==> src/rtl/mem_load_ctrl.sv <==
// Load side of the MEM stage: issues BRAM reads for aligned loads, waits the
// read latency, then extracts and extends the addressed byte/halfword.

package mem_load_pkg;

  typedef enum logic [3:0] {
    MEMOP_NOP = 4'd0,
    MEMOP_LW  = 4'd1,
    MEMOP_LH  = 4'd2,
    MEMOP_LHU = 4'd3,
    MEMOP_LB  = 4'd4,
    MEMOP_LBU = 4'd5,
    MEMOP_SW  = 4'd6,
    MEMOP_SH  = 4'd7,
    MEMOP_SB  = 4'd8
  } mem_op_e;

endpackage

module mem_load_ctrl
  import mem_load_pkg::*;
#(
  parameter int RD_LATENCY = 1,
  parameter int CNT_W      = 2
) (
  input  logic        clk,
  input  logic        reset,
  input  logic        ex_en,
  input  mem_op_e     ex_mem_op,
  input  logic [31:0] ex_out,
  input  logic        flush,
  output logic        req_ready,
  output logic [31:0] addr,
  output logic        rea,
  input  logic [31:0] rd_data,
  output logic [31:0] out,
  output logic        out_valid,
  output logic        miss_align,
  output logic        busy
);

  typedef enum logic [1:0] {
    S_IDLE = 2'd0,
    S_WAIT = 2'd1,
    S_RESP = 2'd2
  } state_e;

  state_e             state_q, state_d;
  logic [CNT_W-1:0]   cnt_q, cnt_d;
  mem_op_e            op_q, op_d;
  logic [1:0]         off_q, off_d;
  logic [31:0]        out_q, out_d;
  logic               out_valid_q, out_valid_d;
  logic               miss_align_q, miss_align_d;

  logic is_load;
  logic misaligned;
  logic accept;

  // Little-endian lane select, mirroring the store path's byte-lane shift.
  function automatic logic [31:0] extract(input mem_op_e     op,
                                          input logic [1:0]  off,
                                          input logic [31:0] data);
    logic [15:0] half;
    logic [7:0]  byte_v;
    half   = off[1] ? data[31:16] : data[15:0];
    byte_v = data[{off, 3'b000} +: 8];
    case (op)
      MEMOP_LH:  extract = {{16{half[15]}}, half};
      MEMOP_LHU: extract = {16'h0000, half};
      MEMOP_LB:  extract = {{24{byte_v[7]}}, byte_v};
      MEMOP_LBU: extract = {24'h000000, byte_v};
      default:   extract = data;
    endcase
  endfunction

  assign is_load    = ex_mem_op inside {MEMOP_LW, MEMOP_LH, MEMOP_LHU, MEMOP_LB, MEMOP_LBU};
  assign misaligned = ((ex_mem_op == MEMOP_LW) && (ex_out[1:0] != 2'b00)) ||
                      (((ex_mem_op == MEMOP_LH) || (ex_mem_op == MEMOP_LHU)) && ex_out[0]);

  assign req_ready  = (state_q != S_WAIT);
  assign busy       = ~req_ready;
  assign accept     = ex_en && req_ready && !flush;
  assign rea        = accept && is_load && !misaligned;
  assign addr       = ex_out;

  assign out        = out_q;
  assign out_valid  = out_valid_q;
  assign miss_align = miss_align_q;

  always_comb begin
    // NOTE: every always_comb target gets a default first so no path can infer a latch.
    state_d      = state_q;
    cnt_d        = cnt_q;
    op_d         = op_q;
    off_d        = off_q;
    out_d        = out_q;
    out_valid_d  = 1'b0;
    miss_align_d = 1'b0;

    if (flush) begin
      state_d = S_IDLE;
    end else begin
      case (state_q)
        S_IDLE, S_RESP: begin
          if (accept) begin
            if (is_load && !misaligned) begin
              op_d    = ex_mem_op;
              off_d   = ex_out[1:0];
              cnt_d   = CNT_W'(RD_LATENCY - 1);
              state_d = S_WAIT;
            end else if (is_load) begin
              out_d        = 32'h0000_0000;
              out_valid_d  = 1'b1;
              miss_align_d = 1'b1;
              state_d      = S_RESP;
            end else begin
              out_d       = ex_out;
              out_valid_d = 1'b1;
              state_d     = S_RESP;
            end
          end else begin
            state_d = S_IDLE;
          end
        end
        S_WAIT: begin
          // cnt_q reaching zero marks the cycle in which rd_data is valid.
          if (cnt_q == '0) begin
            out_d       = extract(op_q, off_q, rd_data);
            out_valid_d = 1'b1;
            state_d     = S_RESP;
          end else begin
            cnt_d = cnt_q - CNT_W'(1);
          end
        end
        default: state_d = S_IDLE;
      endcase
    end
  end

  always_ff @(posedge clk or posedge reset) begin
    if (reset) begin
      state_q      <= S_IDLE;
      cnt_q        <= '0;
      op_q         <= MEMOP_NOP;
      off_q        <= 2'b00;
      out_q        <= 32'h0000_0000;
      out_valid_q  <= 1'b0;
      miss_align_q <= 1'b0;
    end else begin
      // NOTE: sequential state uses non-blocking assignments so all registers update together.
      state_q      <= state_d;
      cnt_q        <= cnt_d;
      op_q         <= op_d;
      off_q        <= off_d;
      out_q        <= out_d;
      out_valid_q  <= out_valid_d;
      miss_align_q <= miss_align_d;
    end
  end

endmodule

==> config.mk <==
export PLATFORM = sky130hd
export DESIGN_NAME = mem_load_ctrl
export DESIGN_NICKNAME = d
export VERILOG_FILES = /design/src/rtl/mem_load_ctrl.sv
export SDC_FILE = /design/constraint.sdc
export NUM_CORES = 1
export LEC_CHECK = 0
export ABC_AREA = 0
export CAP_MARGIN = 40
export CORE_ASPECT_RATIO = 1.25
export CORE_MARGIN = 3
export CORE_UTILIZATION = 43
export CTS_BUF_LIST = sky130_fd_sc_hd__clkbuf_8
export DETAILED_ROUTE_END_ITERATION = 8
export GPL_ROUTABILITY_DRIVEN = 0
export PLACE_DENSITY_LB_ADDON = 0.05
export SETUP_SLACK_MARGIN = 0.02
export SYNTH_ARGS = -nofsm -noshare
export SYNTH_HDL_FRONTEND = slang
export SYNTH_SLANG_ARGS = --single-unit
==> constraint.sdc <==
create_clock -name clk -period 2.9 [get_ports clk]
set_clock_uncertainty 0.05 [all_clocks]
set_input_delay 0.725 -clock clk [delete_from_list [all_inputs] [get_ports clk]]
set_output_delay 0.725 -clock clk [all_outputs]
set_load 0.03 [all_outputs]
==> impl_metrics.py, run 1 <==
metrics = {
    "placed_design": {
        "place.detailed.hpwl_um": 7140,
        "io_buffer_count": 140,
    },
    "clock_network": {
        "clkSlewWorstSetupHoldPaths_ns": 0.08,
        "cts_tree": "done",
        "cts.repair_timing.setup_buffer_count": 0,
        "h_tree_depth_reported_by_cts": 2,
        "cts-resized-gates": 0,
        "holdBufCountCts": 0,
        "cts.sinks": 44,
        "clock_tree.root_cell": "clkbuf_8",
        "clock_tree.buffer_depth": 2,
        "cts_buffers": 5,
        "insertion_delay_ns": 0.29,
    },
    "worst_setup_path": {
        "cpMaxStageDelayCell": "clkdlybuf4s50_1",
        "stage_delay_of_the_slowest_cell_on_the_critical_path_ns": 0.49,
        "crit_fanout": 5,
        "critical-path-top-delay-family": "buffers and inverters",
        "setup.worst_path.end_class": "output port",
        "worst_ep_required_time_ns": 2.12,
        "criticalPathCategory": "in2out",
        "timing.critical_path.buf_inv": 2,
        "reg2reg_setup_slack_ns": 0.74,
        "worstReg2RegStart": "off_q[1]",
        "timing.reg2reg.worst_path_depth": 6,
        "cp.depth": 5,
        "worst_ep_arrival_time_ns": 1.99,
        "crit_path_start_kind": "primary input",
        "crit_chain": "clkdlybuf4s50_1 > a21oi_1 > o31ai_1 > nor3_1 > buf_4",
        "regToRegEndpoint": "out[22]",
    },
    "sta": {
        "period_share": 0.955,
        "clock.fmax_mhz": 361,
        "final-hold-violation-count": 0,
        "max_slew_margin": 0.509,
        "rsz0062_at_grt": "false",
        "max_slew.worst_pin.slew_ns": 0.737,
        "slew_limit_fails": 0,
        "report.final.setup_viol": 0,
        "setup_total_neg_slack_ns": 0,
        "fin_crit_ns": 2.77,
    },
    "finish": {
        "final_cell_mix": "clkdlybuf4s50_1 (139), a21oi_1 (51), dfrtp_1 (44)",
        "area_growth_pct": 49.0,
        "final_common_cell": "clkdlybuf4s50_1",
        "sequential_cell_area_sq_um": 1100,
        "postLayoutCoreUtil": 0.679,
        "diodes": 0,
        "finalNetCount": 512,
        "drive_gt1_frac": 0.0934,
        "filler_cell_count": 563,
        "multi_input_comb_area_sq_um": 1410,
    },
    "synth": {
        "post_synth_instance_area_sq_um": 2880,
        "asyncSetResetFlopFracSynth": 1.00,
        "synth.yosys.warnings": 0,
        "yosys_most_used_dff": "dfrtp_1",
        "postSynthAreaPerCell_sq_um": 8.87,
        "sequential_element_share_of_the_synthesized_area": 0.382,
        "synthDistinctLibCells": 41,
        "number_of_enable_type_register_cells_in_the_synthesized_netlist": 0,
        "synth_fp_nets": 398,
        "syn-instance-count": 325,
        "ys_ff_latch": 44,
    },
    "floorplan": {
        "die-height_um": 97.5,
        "dieWidth_um": 79.2,
        "boundaryPins": 141,
        "effective_utilization_at_floorplan": 0.456,
        "dieArea_sq_um": 7730,
        "number_of_placement_rows": 32,
        "floorplan.core_area_sq_um": 6330,
    },
    "pwr": {
        "pwr_density_cell_nw_per_um2": 581,
        "worst_ir_drop_vdd_uv": 418,
        "share_comb_of_total_power": 0.504,
        "sw_frac_of_total": 0.412,
        "p_switching_mw": 1.03,
        "power_frac_clock": 0.151,
        "share_seq_of_total_power": 0.346,
        "power.static_leakage_nw": 1.75,
        "internal_power_mw": 1.47,
    },
    "grt": {
        "grt_max_degree": 34,
        "grt.total_usage": 0.239,
        "first_pass_grt_wire_length_um": 14700,
        "grt_overflow": 0,
        "antenna_found_initial": 0,
        "first_global_vias": 3027,
    },
    "detailed_routing": {
        "detailroute.via_count": 2922,
        "vias_per_cell": 5.58,
        "detail_route.wirelength_um": 9210,
        "routed_wl_per_cell_um": 17.6,
        "route.detailed.drc": 0,
        "drt_pass_1_iters": 4,
        "detail-route-antenna-nets": 0,
        "drt_iter0_drc": 165,
    },
    "worst_hold_path": {
        "timing.hold.worst_endpoint": "out[21]",
        "worst_hold_path.num_cells": 2,
        "hold_path_class": "reg2reg",
        "hp-start": "out[21]",
    },
    "flow_run": {
        "total_of_max_cap_violations": 0,
    },
    "status": {
        "outcome": "finished clean",
    },
}
[metal layers]
layer,part of all wire,vias up,global-route usage
li1,-,1394,-
met2,0.51,111,0.422
met3,0.070,15,0.0482
met4,0.020,0,0.0688
met1,0.40,1402,0.289
met5,0,-,0
[power groups by stage]
| stage | registers, mW | clock network (mW) | logic (mW) |
|---|---|---|---|
| floorplan | 1.08 | 0 | 0.532 |
| global placement | 0.867 | 0 | 1.24 |
| detailed placement | 0.873 | 0 | 1.26 |
| CTS | 0.862 | 0.379 | 1.26 |
| global route | 0.885 | 0.405 | 1.35 |
| finish | 0.862 | 0.375 | 1.26 |
[worst min-delay path: cells and delay by family (launching register included)]
family	cells	cell delay, ns
flip-flops	1	0.35
AO/OA/AOI/OAI	1	0.06
AND/OR/NAND/NOR	1	0.04
[how the worst max path moves through the flow]
stage / start / endpoint
detailed placement: ex_mem_op[1] / off_q[0]
CTS: ex_mem_op[1] / rea
global placement: rd_data[15] / out[14]
finish: ex_mem_op[1] / rea
global route: ex_mem_op[1] / rea
floorplan: ex_out[0] / rea
[final cells by class]
class / count / area share
clock inverters: 2 / 0.00204
repair buffers: 158 / 0.363
multi-input cells: 220 / 0.329
well taps: 85 / 0.0248
inverters: 10 / 0.00874
flip-flops and latches: 44 / 0.256
clock buffers: 5 / 0.0160
[kinds of logic after synthesis]
logic type                 count (synthesis)  synth area share
and+or+nand+nor                           71             0.120
AOI/OAI and AO/OA                        127             0.279
buffers and inverters                     61             0.132
muxes                                     21            0.0833
adders and majority gates                  1           0.00434
DFF                                       44             0.382
[cells in the mapped netlist, types with 2 or more instances]
cell type	n	area, sq um
nor2_1	4	15.0
o21ai_1	10	50.1
nand2_1	42	158
buf_4	33	248
dfrtp_1	44	1100
nand2b_1	7	43.8
a31oi_1	8	50.1
nand3_1	2	10.0
and2_1	2	12.5
nor3b_1	3	22.5
a221oi_1	7	61.3
mux2_2	11	124
o31ai_1	10	75.1
nor2b_1	3	18.8
o21ai_0	12	60.1
or3_1	2	12.5
inv_1	9	33.8
mux2i_1	9	90.1
o21a_1	8	60.1
a21oi_1	51	255
o32a_1	8	80.1
a21o_1	2	15.0
clkbuf_1	9	33.8
a32oi_1	8	70.1
buf_2	5	25.0
[through the flow]
stage          setup slack (ns)  area (sq um)  hold slack, ns  cells  power, mW
2_1_floorplan             0.235          2880           0.409    325       1.61
3_3_place_gp              0.167          4220           0.410    517       2.11
3_5_place_dp             0.0796          4220           0.420    517       2.13
4_1_cts                   0.136          4290           0.442    524       2.51
5_1_grt                  0.0757          4290           0.479    524       2.64
6_report                  0.130          4290           0.438    524       2.49
[state kept, by name, summed over array words and instances (netlist names)]
register / count
cnt_q: 2
miss_align: 1
off_q: 2
out: 32
op_q: 4
state_q: 2
out_valid: 1
(Power assumes the default switching activity.)
==> run 2: changes to the inputs <==
--- a/config.mk
+++ b/config.mk
@@ -9,7 +9,7 @@
 export CAP_MARGIN = 40
 export CORE_ASPECT_RATIO = 1.25
 export CORE_MARGIN = 3
-export CORE_UTILIZATION = 43
+export CORE_UTILIZATION = 35
 export CTS_BUF_LIST = sky130_fd_sc_hd__clkbuf_8
 export DETAILED_ROUTE_END_ITERATION = 8
 export GPL_ROUTABILITY_DRIVEN = 0
==> run 2 against run 1 <==
Compared with the run above: sequential share of layout area is 0.26 points lower; fmax increased by 1.7%; power up 5.4%; critical endpoint is now addr[0]; flip-flop and latch count is the same; first-iteration DRC count down 30%; worst setup slack better by 0.046 ns; highest routed layer unchanged; worst hold slack got worse by 0.0050 ns; clock power grew 40%; cell count grew 2.3%.
==> impl_metrics.py, run 2 (same netlist as run 1, synthesis figures left out) <==
metrics = {
    "worst_hold_path": {
        "hold_path_class": "reg2reg",
    },
    "sta": {
        "period_share": 0.939,
        "clock.fmax_mhz": 367,
        "final-hold-violation-count": 0,
        "fin_crit_ns": 2.72,
        "max_slew.worst_pin.slew_ns": 0.725,
        "max_slew_margin": 0.516,
        "hold_ws_ns": 0.433,
        "rsz0062_at_grt": "false",
        "report.final.setup_viol": 0,
        "slew_limit_fails": 0,
        "setup_total_neg_slack_ns": 0,
    },
    "finish": {
        "finalNetCount": 513,
        "final_cell_mix": "clkdlybuf4s50_1 (139), a21oi_1 (51), dfrtp_1 (44)",
        "largest_register_ff_count": 32,
        "area_growth_pct": 50.5,
        "multi_input_comb_area_sq_um": 1410,
        "postLayoutCoreUtil": 0.550,
        "diodes": 0,
        "filler_cell_count": 736,
        "drive_gt1_frac": 0.0998,
        "sequential_cell_area_sq_um": 1100,
        "final_common_cell": "clkdlybuf4s50_1",
    },
    "detailed_routing": {
        "detail-route-antenna-nets": 0,
        "detailroute.via_count": 2884,
        "routed_wl_per_cell_um": 17.3,
        "drt_pass_1_iters": 4,
        "vias_per_cell": 5.38,
        "drt_iter0_drc": 116,
        "route.detailed.drc": 0,
        "detail_route.wirelength_um": 9260,
    },
    "clock_network": {
        "insertion_delay_ns": 0.30,
        "h_tree_depth_reported_by_cts": 2,
        "cts.repair_timing.setup_buffer_count": 0,
        "cts_tree": "done",
        "cts.sinks": 44,
        "clkSlewWorstSetupHoldPaths_ns": 0.09,
        "cts_buffers": 5,
        "holdBufCountCts": 0,
        "clock_tree.root_cell": "clkbuf_8",
        "cts-resized-gates": 0,
        "clock_tree.buffer_depth": 2,
    },
    "grt": {
        "grt.total_usage": 0.195,
        "first_global_vias": 2902,
        "grt_overflow": 0,
        "first_pass_grt_wire_length_um": 14300,
        "grt_max_degree": 45,
        "antenna_found_initial": 0,
    },
    "worst_setup_path": {
        "crit_path_frequent_cell": "clkdlybuf4s50_1",
        "criticalPathCategory": "in2out",
        "crit_path_start_kind": "primary input",
        "worst_ep_required_time_ns": 2.12,
        "worst_ep_arrival_time_ns": 1.95,
        "setup.worst_path.end_class": "output port",
        "crit_fanout": 4,
        "critical-path-top-delay-family": "buffers and inverters",
        "reg2reg_setup_slack_ns": 0.72,
        "timing.critical_path.buf_inv": 2,
        "cpMaxStageDelayCell": "clkdlybuf4s50_1",
        "crit_chain": "clkdlybuf4s50_1 > clkdlybuf4s50_1",
        "stage_delay_of_the_slowest_cell_on_the_critical_path_ns": 0.69,
    },
    "placed_design": {
        "place.detailed.hpwl_um": 7150,
        "io_buffer_count": 140,
    },
    "pwr": {
        "worst_ir_drop_vdd_uv": 327,
        "pwr_density_cell_nw_per_um2": 606,
        "power.static_leakage_nw": 1.77,
    },
    "floorplan": {
        "number_of_placement_rows": 36,
        "effective_utilization_at_floorplan": 0.366,
        "boundaryPins": 141,
        "dieArea_sq_um": 9370,
        "dieWidth_um": 87.2,
        "die-height_um": 107,
        "floorplan.core_area_sq_um": 7880,
    },
    "status": {
        "outcome": "finished clean",
    },
    "flow_run": {
        "total_of_max_cap_violations": 0,
    },
}
[run 2: cell types whose count changed in the layout (fill, tap and decap cells not counted)]
cell,change
buf_12,-2
bufinv_16,+1
buf_4,+3
clkbuf_8,+2
clkinv_2,-1
inv_1,-1
[run 2: through the flow]
stage	area [sq um]	setup WS [ns]	std cells	total power [mW]
global placement	4210	0.0649	528	2.11
CTS	4340	0.169	536	2.65
floorplan	2880	0.235	325	1.61
detailed placement	4210	0.0134	528	2.13
global route	4340	0.124	536	2.78
finish	4340	0.176	536	2.63
[run 2: final timing paths]
check,end,cells after the start,start
max,addr[0],2,ex_out[0]
min,out[22],2,out[22]
max reg2reg,out[18],5,off_q[1]
min reg2reg,out[22],2,out[22]
max in group asynchronous,miss_align,3,reset
min in group asynchronous,out[28],3,reset
[run 2: power breakdown]
group / internal (mW) / total [mW] / switching (mW)
registers: 0.757 / 0.862 / 0.105
clock network: 0.304 / 0.525 / 0.220
logic: 0.543 / 1.24 / 0.700
[run 2: cell type report]
| class | instances | share of cell area |
|---|---|---|
| multi-input cells | 220 | 0.326 |
| repair buffers | 159 | 0.355 |
| well taps | 95 | 0.0274 |
| inverters | 10 | 0.00865 |
| clock inverters | 1 | 0.00692 |
| flip-flops and latches | 44 | 0.254 |
| clock buffers | 7 | 0.0222 |
[run 2: tightest hold or removal path, cell delays in order (launching register included)]
cell     delay, ns
dfrtp_1       0.35
nand2_1       0.04
o21ai_0       0.06
[run 2: metal layers]
metal  vias up  routed length (um)  share of wire  track usage
met1      1379                3800           0.41        0.248
met2        99                4670           0.50        0.334
met5         -                   0              0            0
met3        12                 663          0.072       0.0398
met4         0                 125          0.014       0.0504
li1       1394                   -              -            -
==> run 3: changes to the inputs <==
==> constraint.sdc (replaced) <==
create_clock -name clk -period 2.9 [get_ports clk]
set_clock_uncertainty 0.05 [all_clocks]
set_input_delay 0.725 -clock clk [delete_from_list [all_inputs] [get_ports clk]]
set_output_delay 0.725 -clock clk [all_outputs]
set_load 0.1 [all_outputs]
==> run 3 against run 2 <==
Compared with the run above: highest routed layer unchanged; register-to-register slack better by 0.07 ns; sequential share of layout area is 1.5 points lower; worst setup slack got worse by 0.050 ns.
==> impl_metrics.py, run 3 (same netlist as run 1, synthesis figures left out) <==
metrics = {
    "status": {
        "outcome": "finished clean",
    },
    "worst_setup_path": {
        "regToRegEndpoint": "out[9]",
        "worst_ep_required_time_ns": 2.12,
        "setup.worst_path.end_class": "output port",
        "criticalPathCategory": "in2out",
        "crit_path_start_kind": "primary input",
        "worst_ep_arrival_time_ns": 2.00,
        "reg2reg_setup_slack_ns": 0.79,
        "worstReg2RegStart": "off_q[0]",
        "crit_fanout": 5,
        "timing.reg2reg.worst_path_depth": 4,
    },
    "grt": {
        "first_pass_grt_wire_length_um": 15200,
        "grt_max_degree": 38,
        "antenna_found_initial": 0,
        "grt.total_usage": 0.206,
        "grt_overflow": 0,
        "first_global_vias": 2965,
    },
    "finish": {
        "final_area_sq_um": 4610,
        "largest_register_ff_count": 32,
        "filler_cell_count": 684,
        "diodes": 0,
        "multi_input_comb_area_sq_um": 1430,
        "area_growth_pct": 60.1,
        "drive_gt1_frac": 0.261,
        "sequential_cell_area_sq_um": 1100,
        "finalNetCount": 517,
        "final_cell_mix": "clkdlybuf4s50_1 (71), buf_4 (57), a21oi_1 (50)",
        "final_common_cell": "clkdlybuf4s50_1",
    },
    "worst_hold_path": {
        "hp-start": "out[18]",
        "timing.hold.worst_endpoint": "out[18]",
        "hold_path_class": "reg2reg",
        "worst_hold_path.num_cells": 2,
    },
    "flow_run": {
        "total_of_max_cap_violations": 0,
    },
    "clock_network": {
        "cts_tree": "done",
        "clkSlewWorstSetupHoldPaths_ns": 0.08,
        "cts_buffers": 5,
        "clock_tree.root_cell": "clkbuf_8",
        "insertion_delay_ns": 0.29,
        "clock_tree.buffer_depth": 2,
        "h_tree_depth_reported_by_cts": 2,
        "holdBufCountCts": 0,
        "cts.sinks": 44,
    },
    "floorplan": {
        "floorplan.core_area_sq_um": 7880,
        "number_of_placement_rows": 36,
        "dieWidth_um": 87.2,
        "effective_utilization_at_floorplan": 0.366,
        "dieArea_sq_um": 9370,
        "die-height_um": 107,
        "boundaryPins": 141,
    },
    "detailed_routing": {
        "detail_route.wirelength_um": 9580,
        "route.detailed.drc": 0,
        "drt_pass_1_iters": 4,
        "drt_iter0_drc": 222,
        "detail-route-antenna-nets": 0,
        "routed_wl_per_cell_um": 17.7,
        "detailroute.via_count": 2892,
        "vias_per_cell": 5.36,
    },
    "pwr": {
        "internal_power_mw": 1.50,
        "sw_frac_of_total": 0.546,
        "pwr_density_cell_nw_per_um2": 717,
        "share_seq_of_total_power": 0.260,
        "share_comb_of_total_power": 0.620,
        "power.static_leakage_nw": 2.01,
        "p_switching_mw": 1.81,
        "power_frac_clock": 0.120,
        "worst_ir_drop_vdd_uv": 471,
    },
    "sta": {
        "period_share": 0.956,
        "max_slew.worst_pin.slew_ns": 0.803,
        "clock.fmax_mhz": 361,
        "max_slew_margin": 0.464,
        "rsz0062_at_grt": "false",
        "report.final.setup_viol": 0,
        "slew_limit_fails": 0,
        "final-hold-violation-count": 0,
        "fin_crit_ns": 2.77,
        "setup_total_neg_slack_ns": 0,
    },
    "placed_design": {
        "place_area_sq_um": 4510,
        "place.detailed.hpwl_um": 7430,
        "io_buffer_count": 140,
    },
}
==> run 3: layout make-up <==
cell class / instances / share of cell area
clock inverter: 2 / 0.00163
tap: 95 / 0.0258
multi-input combinational: 220 / 0.309
timing repair buffer: 163 / 0.399
sequential: 44 / 0.239
clock buffer: 6 / 0.0179
inverter: 10 / 0.00813
==> run 3: stage by stage <==
step / hold WS (ns) / utilization / instances / worst slack (ns) / power, mW
after floorplan: 0.409 / - / 325 / 0.0555 / 2.37
after global placement: 0.413 / 0.573 / 531 / 0.0709 / 2.90
after detailed placement: 0.420 / 0.573 / 531 / 0.0243 / 2.92
after CTS: 0.444 / 0.584 / 539 / 0.0500 / 3.33
after global routing: 0.465 / 0.585 / 540 / 0.0348 / 3.47
final: 0.441 / 0.585 / 540 / 0.126 / 3.31
==> run 3: how the worst max path moves through the flow <==
| stage | from | endpoint | slack [ns] | cells after the start |
|---|---|---|---|---|
| final | ex_out[0] | rea | 0.13 | 6 |
| after global routing | ex_mem_op[2] | rea | 0.03 | 6 |
| after CTS | ex_mem_op[2] | rea | 0.05 | 6 |
| after detailed placement | rd_data[23] | out[9] | 0.02 | 5 |
| after global placement | rd_data[23] | out[9] | 0.07 | 5 |
| after floorplan | state_q[0] | rea | 0.06 | 5 |
==> run 3: power groups by stage <==
stage | sequential [mW] | combinational, mW | clock (mW)
6_report | 0.861 | 2.05 | 0.397
2_1_floorplan | 1.70 | 0.673 | 0
4_1_cts | 0.862 | 2.05 | 0.411
3_5_place_dp | 0.873 | 2.05 | 0
5_1_grt | 0.886 | 2.14 | 0.436
3_3_place_gp | 0.867 | 2.03 | 0
==> run 3: timing repair <==
action	in CTS	in global routing
setup buffers	0	1
endpoints found under the hold margin	0	0
gates resized for setup	0	1
endpoints found under the setup margin	0	1
==> run 3: critical path: stages <==
cell and delay [ns]:
clkdlybuf4s50_1 0.44, nor3b_1 0.22, o31ai_1 0.10, buf_4 0.16, nor3_4 0.15, buf_12 0.20
==> run 3: layer usage <==
metal,part of all wire,global-route usage
met5,0,0
met1,0.41,0.273
met2,0.51,0.345
met4,0.0084,0.0439
met3,0.075,0.0421
